==> src/rtl/attitude_pd_ctrl_pkg.sv <==
// rtl/attitude_pd_ctrl_pkg.sv - shared constants, axis typedef and saturation helpers (package att_ctrl_pkg)
package att_ctrl_pkg;

    localparam int NUM_AXES = 3;

    // Widths along the datapath
    localparam int ERR_W   = 10;   // saturated error
    localparam int DDIFF_W = 7;    // saturated derivative difference
    localparam int D_W     = 12;   // derivative term
    localparam int SUM_W   = 13;   // speed mixing arithmetic
    localparam int SPD_W   = 11;   // motor speed

    // Saturation limits
    localparam int ERR_MAX   = 511;
    localparam int ERR_MIN   = -512;
    localparam int DDIFF_MAX = 63;
    localparam int DDIFF_MIN = -64;
    localparam int SPD_MAX   = 2047;

    localparam logic [SPD_W-1:0] MIN_RUN_SPEED = 11'd704;
    localparam logic [SPD_W-1:0] CAL_SPEED     = 11'd656;

    typedef enum logic [1:0] {
        AX_PTCH = 2'd0,
        AX_ROLL = 2'd1,
        AX_YAW  = 2'd2
    } axis_e;

    function automatic logic signed [ERR_W-1:0] sat_err(input logic signed [16:0] x);
        if (x > 17'(ERR_MAX))
            return 10'(ERR_MAX);
        else if (x < 17'(ERR_MIN))
            return 10'(ERR_MIN);
        else
            return x[ERR_W-1:0];
    endfunction

    function automatic logic signed [DDIFF_W-1:0] sat_ddiff(input logic signed [10:0] x);
        if (x > 11'(DDIFF_MAX))
            return 7'(DDIFF_MAX);
        else if (x < 11'(DDIFF_MIN))
            return 7'(DDIFF_MIN);
        else
            return x[DDIFF_W-1:0];
    endfunction

    function automatic logic [SPD_W-1:0] sat_spd(input logic signed [SUM_W-1:0] x);
        if (x < 13'sd0)
            return '0;
        else if (x > 13'(SPD_MAX))
            return 11'(SPD_MAX);
        else
            return x[SPD_W-1:0];
    endfunction

endpackage

==> src/rtl/attitude_pd_ctrl_if.sv <==
// rtl/attitude_pd_ctrl_if.sv - attitude sample in / motor speed out bundle
//   master: drives vld, measured/desired attitude, thrst, inertial_cal; receives speeds, out_vld
//   slave : the controller side of the same signals
interface attitude_pd_ctrl_if;
    logic               vld;
    logic signed [15:0] ptch;
    logic signed [15:0] roll;
    logic signed [15:0] yaw;
    logic signed [15:0] d_ptch;
    logic signed [15:0] d_roll;
    logic signed [15:0] d_yaw;
    logic        [8:0]  thrst;
    logic               inertial_cal;
    logic        [10:0] frnt_spd;
    logic        [10:0] bck_spd;
    logic        [10:0] lft_spd;
    logic        [10:0] rght_spd;
    logic               out_vld;

    modport master (
        output vld, ptch, roll, yaw, d_ptch, d_roll, d_yaw, thrst, inertial_cal,
        input  frnt_spd, bck_spd, lft_spd, rght_spd, out_vld
    );

    modport slave (
        input  vld, ptch, roll, yaw, d_ptch, d_roll, d_yaw, thrst, inertial_cal,
        output frnt_spd, bck_spd, lft_spd, rght_spd, out_vld
    );
endinterface

==> src/rtl/err_hist_queue.sv <==
// rtl/err_hist_queue.sv - per-axis error history; returns the sample pushed DEPTH pushes ago, 0 until filled
//   clk, rst_n : clock, async active-low reset (clears contents and fill count)
//   push       : store din this cycle
//   din        : saturated error sample
//   prev_err   : oldest retained sample once DEPTH pushes have occurred, else 0
module err_hist_queue
    import att_ctrl_pkg::*;
#(
    parameter int DEPTH = 12
) (
    input  logic                    clk,
    input  logic                    rst_n,
    input  logic                    push,
    input  logic signed [ERR_W-1:0] din,
    output logic signed [ERR_W-1:0] prev_err
);

    localparam int CNT_W = $clog2(DEPTH + 1);

    logic signed [ERR_W-1:0] mem [DEPTH];
    logic        [CNT_W-1:0] fill;

    always_ff @(posedge clk or negedge rst_n) begin
        if (!rst_n) begin
            fill <= '0;
            for (int i = 0; i < DEPTH; i++)
                mem[i] <= '0;
        end else if (push) begin
            mem[0] <= din;
            for (int i = 1; i < DEPTH; i++)
                mem[i] <= mem[i-1];
            if (fill != CNT_W'(DEPTH))
                fill <= fill + CNT_W'(1);
        end
    end

    // Read happens before this cycle's push lands, so mem[DEPTH-1] is
    // exactly the sample from DEPTH pushes earlier.
    assign prev_err = (fill == CNT_W'(DEPTH)) ? mem[DEPTH-1] : '0;

endmodule

==> src/rtl/attitude_pd_ctrl.sv <==
// rtl/attitude_pd_ctrl.sv - 3-stage PD attitude controller mixing pitch/roll/yaw into four motor speeds
//   clk, rst_n : clock, async active-low reset
//   bus        : attitude_pd_ctrl_if.slave (vld, attitude, desired attitude, thrst, inertial_cal in;
//                frnt/bck/lft/rght_spd, out_vld out)
//   ATT_CTRL_DTERM_EN : when defined, builds the derivative path with one history queue per axis;
//                       otherwise the D terms are zero
module attitude_pd_ctrl
    import att_ctrl_pkg::*;
#(
    parameter int D_QUEUE_DEPTH = 12,
    parameter int DTERM         = 7
) (
    input  logic              clk,
    input  logic              rst_n,
    attitude_pd_ctrl_if.slave bus
);

    if (DTERM < 0 || DTERM > 31) begin : g_bad_dterm
        $error("DTERM must fit in 5 unsigned bits");
    end
    if (D_QUEUE_DEPTH < 1) begin : g_bad_depth
        $error("D_QUEUE_DEPTH must be at least 1");
    end

    logic signed [15:0] meas [NUM_AXES];
    logic signed [15:0] des  [NUM_AXES];

    assign meas[AX_PTCH] = bus.ptch;
    assign meas[AX_ROLL] = bus.roll;
    assign meas[AX_YAW]  = bus.yaw;
    assign des[AX_PTCH]  = bus.d_ptch;
    assign des[AX_ROLL]  = bus.d_roll;
    assign des[AX_YAW]   = bus.d_yaw;

    // Stage 1: saturated error
    logic                    s1_vld;
    logic [8:0]              s1_thrst;
    logic signed [ERR_W-1:0] s1_err [NUM_AXES];

    always_ff @(posedge clk or negedge rst_n) begin
        if (!rst_n) begin
            s1_vld   <= 1'b0;
            s1_thrst <= '0;
            for (int a = 0; a < NUM_AXES; a++)
                s1_err[a] <= '0;
        end else begin
            s1_vld <= bus.vld;
            if (bus.vld) begin
                s1_thrst <= bus.thrst;
                for (int a = 0; a < NUM_AXES; a++)
                    s1_err[a] <= sat_err(17'(meas[a]) - 17'(des[a]));
            end
        end
    end

    // P term: 0.625 * err via two arithmetic shifts
    logic signed [ERR_W-1:0] p_term [NUM_AXES];
    logic signed [D_W-1:0]   d_term [NUM_AXES];

    always_comb begin
        for (int a = 0; a < NUM_AXES; a++)
            p_term[a] = (s1_err[a] >>> 1) + (s1_err[a] >>> 3);
    end

`ifdef ATT_CTRL_DTERM_EN
    localparam logic signed [D_W-1:0] D_GAIN = D_W'(DTERM);

    for (genvar a = 0; a < NUM_AXES; a++) begin : g_dpath
        logic signed [ERR_W-1:0]   prev_err;
        logic signed [DDIFF_W-1:0] d_diff;

        err_hist_queue #(
            .DEPTH (D_QUEUE_DEPTH)
        ) u_hist (
            .clk      (clk),
            .rst_n    (rst_n),
            .push     (s1_vld),
            .din      (s1_err[a]),
            .prev_err (prev_err)
        );

        assign d_diff    = sat_ddiff(11'(s1_err[a]) - 11'(prev_err));
        assign d_term[a] = D_W'(d_diff) * D_GAIN;
    end
`else
    for (genvar a = 0; a < NUM_AXES; a++) begin : g_no_dpath
        assign d_term[a] = '0;
    end
`endif

    // Stage 2: P and D terms
    logic                    s2_vld;
    logic [8:0]              s2_thrst;
    logic signed [ERR_W-1:0] s2_p [NUM_AXES];
    logic signed [D_W-1:0]   s2_d [NUM_AXES];

    always_ff @(posedge clk or negedge rst_n) begin
        if (!rst_n) begin
            s2_vld   <= 1'b0;
            s2_thrst <= '0;
            for (int a = 0; a < NUM_AXES; a++) begin
                s2_p[a] <= '0;
                s2_d[a] <= '0;
            end
        end else begin
            s2_vld <= s1_vld;
            if (s1_vld) begin
                s2_thrst <= s1_thrst;
                for (int a = 0; a < NUM_AXES; a++) begin
                    s2_p[a] <= p_term[a];
                    s2_d[a] <= d_term[a];
                end
            end
        end
    end

    // Stage 3: motor mixing
    logic signed [SUM_W-1:0] base;
    logic signed [SUM_W-1:0] pd [NUM_AXES];
    logic signed [SUM_W-1:0] frnt_sum, bck_sum, lft_sum, rght_sum;

    always_comb begin
        for (int a = 0; a < NUM_AXES; a++)
            pd[a] = SUM_W'(s2_p[a]) + SUM_W'(s2_d[a]);
        base     = SUM_W'(MIN_RUN_SPEED) + SUM_W'(s2_thrst);
        frnt_sum = base - pd[AX_PTCH] - pd[AX_YAW];
        bck_sum  = base + pd[AX_PTCH] - pd[AX_YAW];
        lft_sum  = base - pd[AX_ROLL] + pd[AX_YAW];
        rght_sum = base + pd[AX_ROLL] + pd[AX_YAW];
    end

    logic [SPD_W-1:0] frnt_q, bck_q, lft_q, rght_q;
    logic             out_vld_q;

    // Calibration overrides the outputs only; results still drain from stage 2.
    always_ff @(posedge clk or negedge rst_n) begin
        if (!rst_n) begin
            frnt_q    <= '0;
            bck_q     <= '0;
            lft_q     <= '0;
            rght_q    <= '0;
            out_vld_q <= 1'b0;
        end else if (bus.inertial_cal) begin
            frnt_q    <= CAL_SPEED;
            bck_q     <= CAL_SPEED;
            lft_q     <= CAL_SPEED;
            rght_q    <= CAL_SPEED;
            out_vld_q <= 1'b0;
        end else if (s2_vld) begin
            frnt_q    <= sat_spd(frnt_sum);
            bck_q     <= sat_spd(bck_sum);
            lft_q     <= sat_spd(lft_sum);
            rght_q    <= sat_spd(rght_sum);
            out_vld_q <= 1'b1;
        end else begin
            out_vld_q <= 1'b0;
        end
    end

    assign bus.frnt_spd = frnt_q;
    assign bus.bck_spd  = bck_q;
    assign bus.lft_spd  = lft_q;
    assign bus.rght_spd = rght_q;
    assign bus.out_vld  = out_vld_q;

endmodule

==> src/flat_wrapper.sv <==
// flat-port wrapper written by rule: the top's interface ports become plain ports
module attitude_pd_ctrl_flat import att_ctrl_pkg::*;
#(
    parameter int D_QUEUE_DEPTH = 12,
    parameter int DTERM         = 7
)
  (clk, rst_n, bus_vld, bus_ptch, bus_roll, bus_yaw, bus_d_ptch, bus_d_roll, bus_d_yaw, bus_thrst, bus_inertial_cal, bus_frnt_spd, bus_bck_spd, bus_lft_spd, bus_rght_spd, bus_out_vld);
  attitude_pd_ctrl_if bus_i ();
  input  logic clk;
  input  logic rst_n;
  input wire logic [$bits(bus_i.vld)-1:0] bus_vld;
  input wire logic [$bits(bus_i.ptch)-1:0] bus_ptch;
  input wire logic [$bits(bus_i.roll)-1:0] bus_roll;
  input wire logic [$bits(bus_i.yaw)-1:0] bus_yaw;
  input wire logic [$bits(bus_i.d_ptch)-1:0] bus_d_ptch;
  input wire logic [$bits(bus_i.d_roll)-1:0] bus_d_roll;
  input wire logic [$bits(bus_i.d_yaw)-1:0] bus_d_yaw;
  input wire logic [$bits(bus_i.thrst)-1:0] bus_thrst;
  input wire logic [$bits(bus_i.inertial_cal)-1:0] bus_inertial_cal;
  output wire logic [$bits(bus_i.frnt_spd)-1:0] bus_frnt_spd;
  output wire logic [$bits(bus_i.bck_spd)-1:0] bus_bck_spd;
  output wire logic [$bits(bus_i.lft_spd)-1:0] bus_lft_spd;
  output wire logic [$bits(bus_i.rght_spd)-1:0] bus_rght_spd;
  output wire logic [$bits(bus_i.out_vld)-1:0] bus_out_vld;
  assign bus_i.vld = bus_vld;
  assign bus_i.ptch = bus_ptch;
  assign bus_i.roll = bus_roll;
  assign bus_i.yaw = bus_yaw;
  assign bus_i.d_ptch = bus_d_ptch;
  assign bus_i.d_roll = bus_d_roll;
  assign bus_i.d_yaw = bus_d_yaw;
  assign bus_i.thrst = bus_thrst;
  assign bus_i.inertial_cal = bus_inertial_cal;
  assign bus_frnt_spd = bus_i.frnt_spd;
  assign bus_bck_spd = bus_i.bck_spd;
  assign bus_lft_spd = bus_i.lft_spd;
  assign bus_rght_spd = bus_i.rght_spd;
  assign bus_out_vld = bus_i.out_vld;
  attitude_pd_ctrl #(.D_QUEUE_DEPTH(D_QUEUE_DEPTH), .DTERM(DTERM)) u_core (.clk(clk), .rst_n(rst_n), .bus(bus_i));
endmodule
==> config.mk <==
export PLATFORM = sky130hd
export DESIGN_NAME = attitude_pd_ctrl_flat
export DESIGN_NICKNAME = d
export VERILOG_FILES = /design/src/rtl/attitude_pd_ctrl_pkg.sv /design/src/rtl/attitude_pd_ctrl_if.sv /design/src/rtl/err_hist_queue.sv /design/src/rtl/attitude_pd_ctrl.sv /design/src/flat_wrapper.sv
export SDC_FILE = /design/constraint.sdc
export NUM_CORES = 1
export LEC_CHECK = 0
export ABC_CLOCK_PERIOD_IN_PS = 4200
export BUFFER_PORTS_ARGS = -buffer_cell sky130_fd_sc_hd__clkbuf_2
export CAP_MARGIN = 20
export CORE_AREA = 2 2 206 147
export CTS_BUF_LIST = sky130_fd_sc_hd__clkbuf_8
export DETAILED_ROUTE_END_ITERATION = 16
export DIE_AREA = 0 0 208 149
export GPL_TIMING_DRIVEN = 0
export SETUP_SLACK_MARGIN = 0.5
export SLEW_MARGIN = 30
export SYNTH_ARGS = -nofsm -noshare
export SYNTH_HDL_FRONTEND = slang
export SYNTH_SLANG_ARGS = --single-unit
export TNS_END_PERCENT = 50
==> constraint.sdc <==
create_clock -name clk -period 4.2 [get_ports clk]
set_input_delay 0.63 -clock clk [delete_from_list [all_inputs] [get_ports clk]]
set_output_delay 0.63 -clock clk [all_outputs]
set_load 0.005 [all_outputs]
==> results of run 1 <==
-- synth_stat cells, drive strengths merged (20+ instances only) --
| cell | number | share of area, % |
|---|---|---|
| inv | 205 | 6.7 |
| ha | 135 | 15 |
| dfrtp | 122 | 27 |
| nor2 | 120 | 3.9 |
| a21oi | 109 | 4.8 |
| o21ai | 102 | 4.4 |
| nand2 | 98 | 3.2 |
| xnor2 | 64 | 4.9 |
| fa | 51 | 8.9 |
| a21o | 30 | 2.0 |
| o31ai | 29 | 1.9 |
| clkbuf | 26 | 0.85 |
| nor3 | 24 | 1.0 |
| xor2 | 22 | 1.7 |
| o21bai | 20 | 1.3 |
-- critical path, cell delays in order, from the launching register on --
cell	delay [ps]
dfrtp_2	430
clkinv_4	100
buf_4	150
fa_1	460
inv_1	80
ha_1	250
nor2b_1	150
o21a_1	180
o21ai_0	330
a21oi_1	200
a211oi_2	310
o21bai_1	110
a21oi_1	220
xor2_1	210
clkbuf_4	290
o31ai_1	100
-- worst paths after layout --
path,from,endpoint,slack (ps),depth (start not counted)
max,u_core.s2_p[1]$_DFFE_PN0P_,u_core.bus.lft_spd[2]$_DFFE_PN0P_,470,15
min,rst_n,u_core.bus.rght_spd[10]$_DFFE_PN0P_,120,1
max reg2reg,u_core.s2_p[1]$_DFFE_PN0P_,u_core.bus.lft_spd[2]$_DFFE_PN0P_,470,15
min reg2reg,u_core.s1_vld$_DFF_PN0_,u_core.s2_vld$_DFF_PN0_,480,0
max in group asynchronous,rst_n,u_core.s2_thrst[6]$_DFFE_PN0P_,3340,2
min in group clk,bus_thrst[8],u_core.s1_thrst[8]$_DFFE_PN0P_,390,2
-- cell families after synthesis --
logic type | share of synthesized area [%]
adders and majority gates | 23.6
buffers and inverters | 7.80
AOI/OAI and AO/OA | 21.3
muxes | 1.43
DFF | 26.6
xor gates and xnor gates | 6.55
and+or+nand+nor | 12.8
-- power by group --
group	internal, mW	switching, mW
registers	1.51	0.289
logic	3.39	4.48
clock network	0.601	0.567
-- per-stage QoR --
step / cell area, um^2 / setup WS (ps) / power, mW
6_report: 13500 / 467 / 10.8
5_1_grt: 13500 / 309 / 11.8
4_1_cts: 13300 / 448 / 10.3
3_5_place_dp: 12800 / -348 / 8.78
3_3_place_gp: 12700 / -372 / 8.68
2_1_floorplan: 11500 / 518 / 6.93
-- cell type report --
| cell class | count | area [um^2] |
|---|---|---|
| clock inverters | 15 | 191 |
| fillers | 2948 | 15800 |
| well taps | 385 | 482 |
| flip-flops and latches | 122 | 3060 |
| inverters | 206 | 782 |
| multi-input cells | 998 | 7750 |
| plain buffers | 32 | 151 |
| clock buffers | 17 | 234 |
| repair buffers | 166 | 896 |
-- cell usage in the layout (no fill, tap or decap), types with 12 or more instances in the layout --
cell and count:
a21o_1 25, a21oi_1 103, buf_4 12, clkbuf_1 20, clkbuf_2 152, clkbuf_8 20, dfrtp_1 117, fa_1 48
ha_1 132, inv_1 202, nand2_1 96, nand3_1 13, nor2_1 119, nor2b_1 18, nor3_1 24, o21a_1 16
o21ai_0 80, o21ai_1 18, o21bai_1 19, o31ai_1 25, xnor2_1 61, xor2_1 21
-- registers in the layout, summed over array words and instances, names as in the netlist --
| signal | flops |
|---|---|
| u_core.s1_vld | 1 |
| u_core.bus.frnt_spd | 11 |
| u_core.bus.lft_spd | 11 |
| u_core.s2_vld | 1 |
| u_core.bus.out_vld | 1 |
| u_core.s1_err | 27 |
| u_core.s2_p | 30 |
| u_core.s2_thrst | 9 |
| u_core.bus.rght_spd | 11 |
| u_core.bus.bck_spd | 11 |
| u_core.s1_thrst | 9 |
-- routing by layer --
metal	vias to the layer above	routed length [um]	GRT usage, %
met5	-	0	0
met4	0	515	4.68
met3	34	1660	4.69
met2	213	12400	27.8
met1	4691	15300	28.3
li1	4993	-	-
-- timing repair --
action                     4_1_cts  5_1_grt
setup endpoints to repair       43       60
pin swaps                        7       23
gates resized for setup         34       58
setup buffers                    3        7
gates cloned                     1        1
==> run summary, run 1 <==
status: completed
crit path kind: reg -> reg
initial antenna violation count: 1
HPWL after DPL: 24200 um
via count: 9931
chip width: 208 um
ys flop type: dfrtp_1
CTS Sinks: 122
Reg clk slew, reported paths: 90 ps
Fin Setup TNS: 0 ps
Die H: 149 um
num rows: 53
worst slew pin tran: 776 ps
fin cells: 1941
peak supply drop: 0.391 mV
post-layout net count: 1838
gr ovfl total: 0
layout cell share with drive strength beyond 1: 17.9%
Syn-to-layout area delta: 17.9%
DR WL/cell: 15.4 um
depth of the CTS H-tree: 4
RePlAce Congestion: 0.863
IO Pins: 154
syn avg cell area: 8.46 um^2
worst path required time: 4520 ps
Cells after Synth: 1358
Routed Antenna Nets: 0
Max Fclk: 268 MHz
largest net degree at the start of global routing: 73
hold buffer count at CTS: 0
Async S/R FF share, synth: 100%
CP Launch Type: flop
core area: 29300 um^2
Leakage: 6.65 nW
number of DRC markers in iteration 0: 601
drt drc: 0
Via density: 5.12
clock latency on the worst-skew pair: 470 ps
P per Cell Area: 800 nW/um^2
setup violators final: 0
CTS tree: done
max cap viols: 0
vias in the first global route: 9444
dpl cells: 1897
global-route usage over all layers: 19.1%
Initial Util: 39.2%
n_diodes: 0
Root Buffer Master: clkbuf_8
Seq cells post-synth: 122
DRT Pass-1 Iters: 5
RSZ-0062 raised after global routing: true
area of the mapped netlist: 11500 um^2
sequential-to-total area share from yosys stat: 26.6%
Total Die Area: 31000 um^2
first-pass GRT wire length: 47600 um
CP Capture Type: flop
DRT Wirelength: 29900 um
post-layout min period: 3730 ps
number of I/O port buffers: 153
Hold Path Class: in -> async
yosys warns: 0
Hold Slack: 121 ps
Slew headroom: 48.2%
final-report hold violation count: 0
CTS Buf Count: 17
Tcrit/Tclk final: 88.9%
Longest Clk Path Bufs: 2
Post-synth EDFFs: 0
worst clock skew: 19.3 ps
Syn Nets: 1653
distinct cell type count after synthesis: 69
Max Slew Vio Count: 0
worst-path fanout max: 10
Core Util, Final: 46.2%
Worst Path Arrival: 4050 ps
(Power assumes the default switching activity.)
==> run 2, diff against run 1 <==
BUFFER_PORTS_ARGS = default   (was -buffer_cell sky130_fd_sc_hd__clkbuf_2)
DONT_BUFFER_PORTS = 1   (was default)
PLACE_DENSITY = 0.55   (was default)
==> run 2 against run 1 <==
Compared with the run above:
- first-iteration DRC count decreased by 4.7%
- clock skew decreased by 3.3 ps
- sequential power increased by 3%
- hold slack got worse by 40 ps
- critical path type unchanged
- largest power group unchanged
==> run summary, run 2 (synthesis results as in run 1) <==
status: completed
commonest non-fill, non-tap cells in the layout: inv_1 (201), ha_1 (132), nor2_1 (119), dfrtp_1 (118), a21oi_1 (102)
Most flops, register: u_core.s2_p
setup violators final: 0
CTS Buf Count: 17
flip-flop count of the largest register after layout: 30
Worst Path Arrival: 4030 ps
worst clock skew: 15.9 ps
Die H: 149 um
Clock Power Share: 10.5%
Via density: 5.23
Syn-to-layout area delta: 11.0%
sequential share of power: 17.7%
Initial Util: 39.2%
Fin Setup TNS: 0 ps
met3 global-route usage: 3.71%
core area: 29300 um^2
Net Sw Power: 5.12 mW
family with the most delay on the worst path: compound AO/OA/AOI/OAI gates
slowest stage cell, crit path: fa_1
via count: 9343
Max Fclk: 274 MHz
Routed Antenna Nets: 0
sequential cell area: 3060 um^2
Top Registers: u_core.s2_p (30), u_core.s1_err (27)
CP dominant cell by count: a21oi_2
global-route usage over all layers: 19.8%
DP Area: 12000 um^2
Comb pwr share: 71.8%
n_diodes: 0
CTS Sinks: 122
Internal: 5.35 mW
Max Slew Vio Count: 0
CP Launch Type: flop
DRT Pass-1 Iters: 5
clock latency on the worst-skew pair: 460 ps
Total Die Area: 31000 um^2
most common library cell in the layout ignoring fill and taps: inv_1
Hold Slack: 80.9 ps
CP Capture Type: flop
DRT Wirelength: 30300 um
post-layout net count: 1685
layer with the highest usage: met1
first-pass GRT wire length: 48500 um
CP bufs+invs: 3
Tcrit/Tclk final: 86.8%
Slew headroom: 44.9%
depth of the CTS H-tree: 4
Root Buffer Master: clkbuf_8
RePlAce Congestion: 0.834
RSZ-0062 raised after global routing: true
final-report hold violation count: 0
largest net degree at the start of global routing: 123
gr ovfl total: 0
number of I/O port buffers: 0
P per Cell Area: 821 nW/um^2
Slowest Stage Delay on Critical Path: 570 ps
area occupied by multi-input gates: 7750 um^2
CTS tree: done
IO Pins: 154
DR WL/cell: 17.0 um
design area: 12800 um^2
chip width: 208 um
GRT met1 Usage: 31.3%
num rows: 53
number of DRC markers in iteration 0: 573
HPWL after DPL: 24400 um
drt drc: 0
post-layout min period: 3640 ps
Longest Clk Path Bufs: 2
worst slew pin tran: 827 ps
worst path required time: 4590 ps
Filler cells: 2952
routing usage on met2: 27.8%
layout cell share with drive strength beyond 1: 8.92%
peak supply drop: 0.389 mV
initial antenna violation count: 1
sw frac: 48.9%
crit path kind: reg -> reg
Reg clk slew, reported paths: 80 ps
crit path cell chain: clkinvlp_4, fa_1, inv_2, ha_4, fa_2, a21o_1, a21oi_2, o21bai_2, a2111oi_4, o31ai_2, a21oi_2, xnor2_2, buf_6, nor2_1, o21ai_0
max cap viols: 0
worst-path fanout max: 5
Leakage: 5.98 nW
Hold Path Class: in -> async
vias in the first global route: 8901
[run 2: cell types whose count changed in the layout (fill, tap and decap cells not counted), sizes merged]
| cell | before | now |
|---|---|---|
| clkinv | 8 | 5 |
| buf | 20 | 21 |
| clkinvlp | 1 | 5 |
| clkbuf | 195 | 43 |
| inv | 209 | 206 |
| bufinv | 3 | 2 |
[run 2: layout make-up]
cell class / count / share of cell area (%)
multi-input cells: 998 / 60.8
flip-flops and latches: 122 / 24.0
inverters: 206 / 6.12
well taps: 385 / 3.78
clock buffers: 19 / 2.05
plain buffers: 32 / 1.20
clock inverters: 12 / 1.10
repair buffers: 13 / 0.952
[run 2: metal layers]
metal	share of wire (%)	vias up
met5	0.043	-
met4	0.62	2
met3	4.2	16
met2	41	138
met1	54	4494
li1	-	4693
[run 2: worst register-to-register path: stages, from the launching register on]
cell,delay (ps)
dfrtp_2,430
clkinvlp_4,200
fa_1,570
inv_2,70
ha_4,170
fa_2,350
a21o_1,180
a21oi_2,180
o21bai_2,130
a2111oi_4,420
o31ai_2,130
a21oi_2,200
xnor2_2,180
buf_6,180
nor2_1,60
o21ai_0,140
[run 2: path summary, 6_finish.rpt]
path                                                             to  slack (ps)  depth (start not counted)                            from
worst max register to register  u_core.bus.rght_spd[10]$_DFFE_PN0P_         560                         15  u_core.s2_thrst[1]$_DFFE_PN0P_
worst max-delay path            u_core.bus.rght_spd[10]$_DFFE_PN0P_         560                         15  u_core.s2_thrst[1]$_DFFE_PN0P_
min in group clk                            u_core.s1_vld$_DFF_PN0_         190                          0                         bus_vld
worst min-delay path                   u_core.bus.out_vld$_DFF_PN0_          80                          1                           rst_n
worst min register to register              u_core.s2_vld$_DFF_PN0_         470                          0         u_core.s1_vld$_DFF_PN0_
max in group asynchronous                u_core.s2_p[2]$_DFFE_PN0P_        3530                          1                           rst_n
[run 2: power groups by stage]
stage	logic, mW	clock network, mW	registers, mW
floorplan	5.17	0	1.76
global placement	6.63	0	1.87
detailed placement	6.69	0	1.88
CTS	7.20	1.13	1.85
global route	8.38	1.19	1.90
finish	7.51	1.10	1.85
[run 2: timing repair]
item                                   CTS  global route
endpoints found under the hold margin  122             0
setup endpoints to repair               43            52
buffers inserted                         6             3
resized for setup                       35            48
pin swaps                               14            16
gates cloned                             2             1
hold buffers                             1             0
[run 2: per-stage QoR]
| stage | worst slack (ps) | cells | total power [mW] | utilization (%) |
|---|---|---|---|---|
| 2_1_floorplan | 518 | 1358 | 6.93 | - |
| 3_3_place_gp | -155 | 1743 | 8.49 | 40.9 |
| 3_5_place_dp | -210 | 1743 | 8.56 | 40.9 |
| 4_1_cts | 439 | 1783 | 10.2 | 43.0 |
| 5_1_grt | 369 | 1787 | 11.5 | 43.5 |
| 6_report | 555 | 1787 | 10.5 | 43.5 |
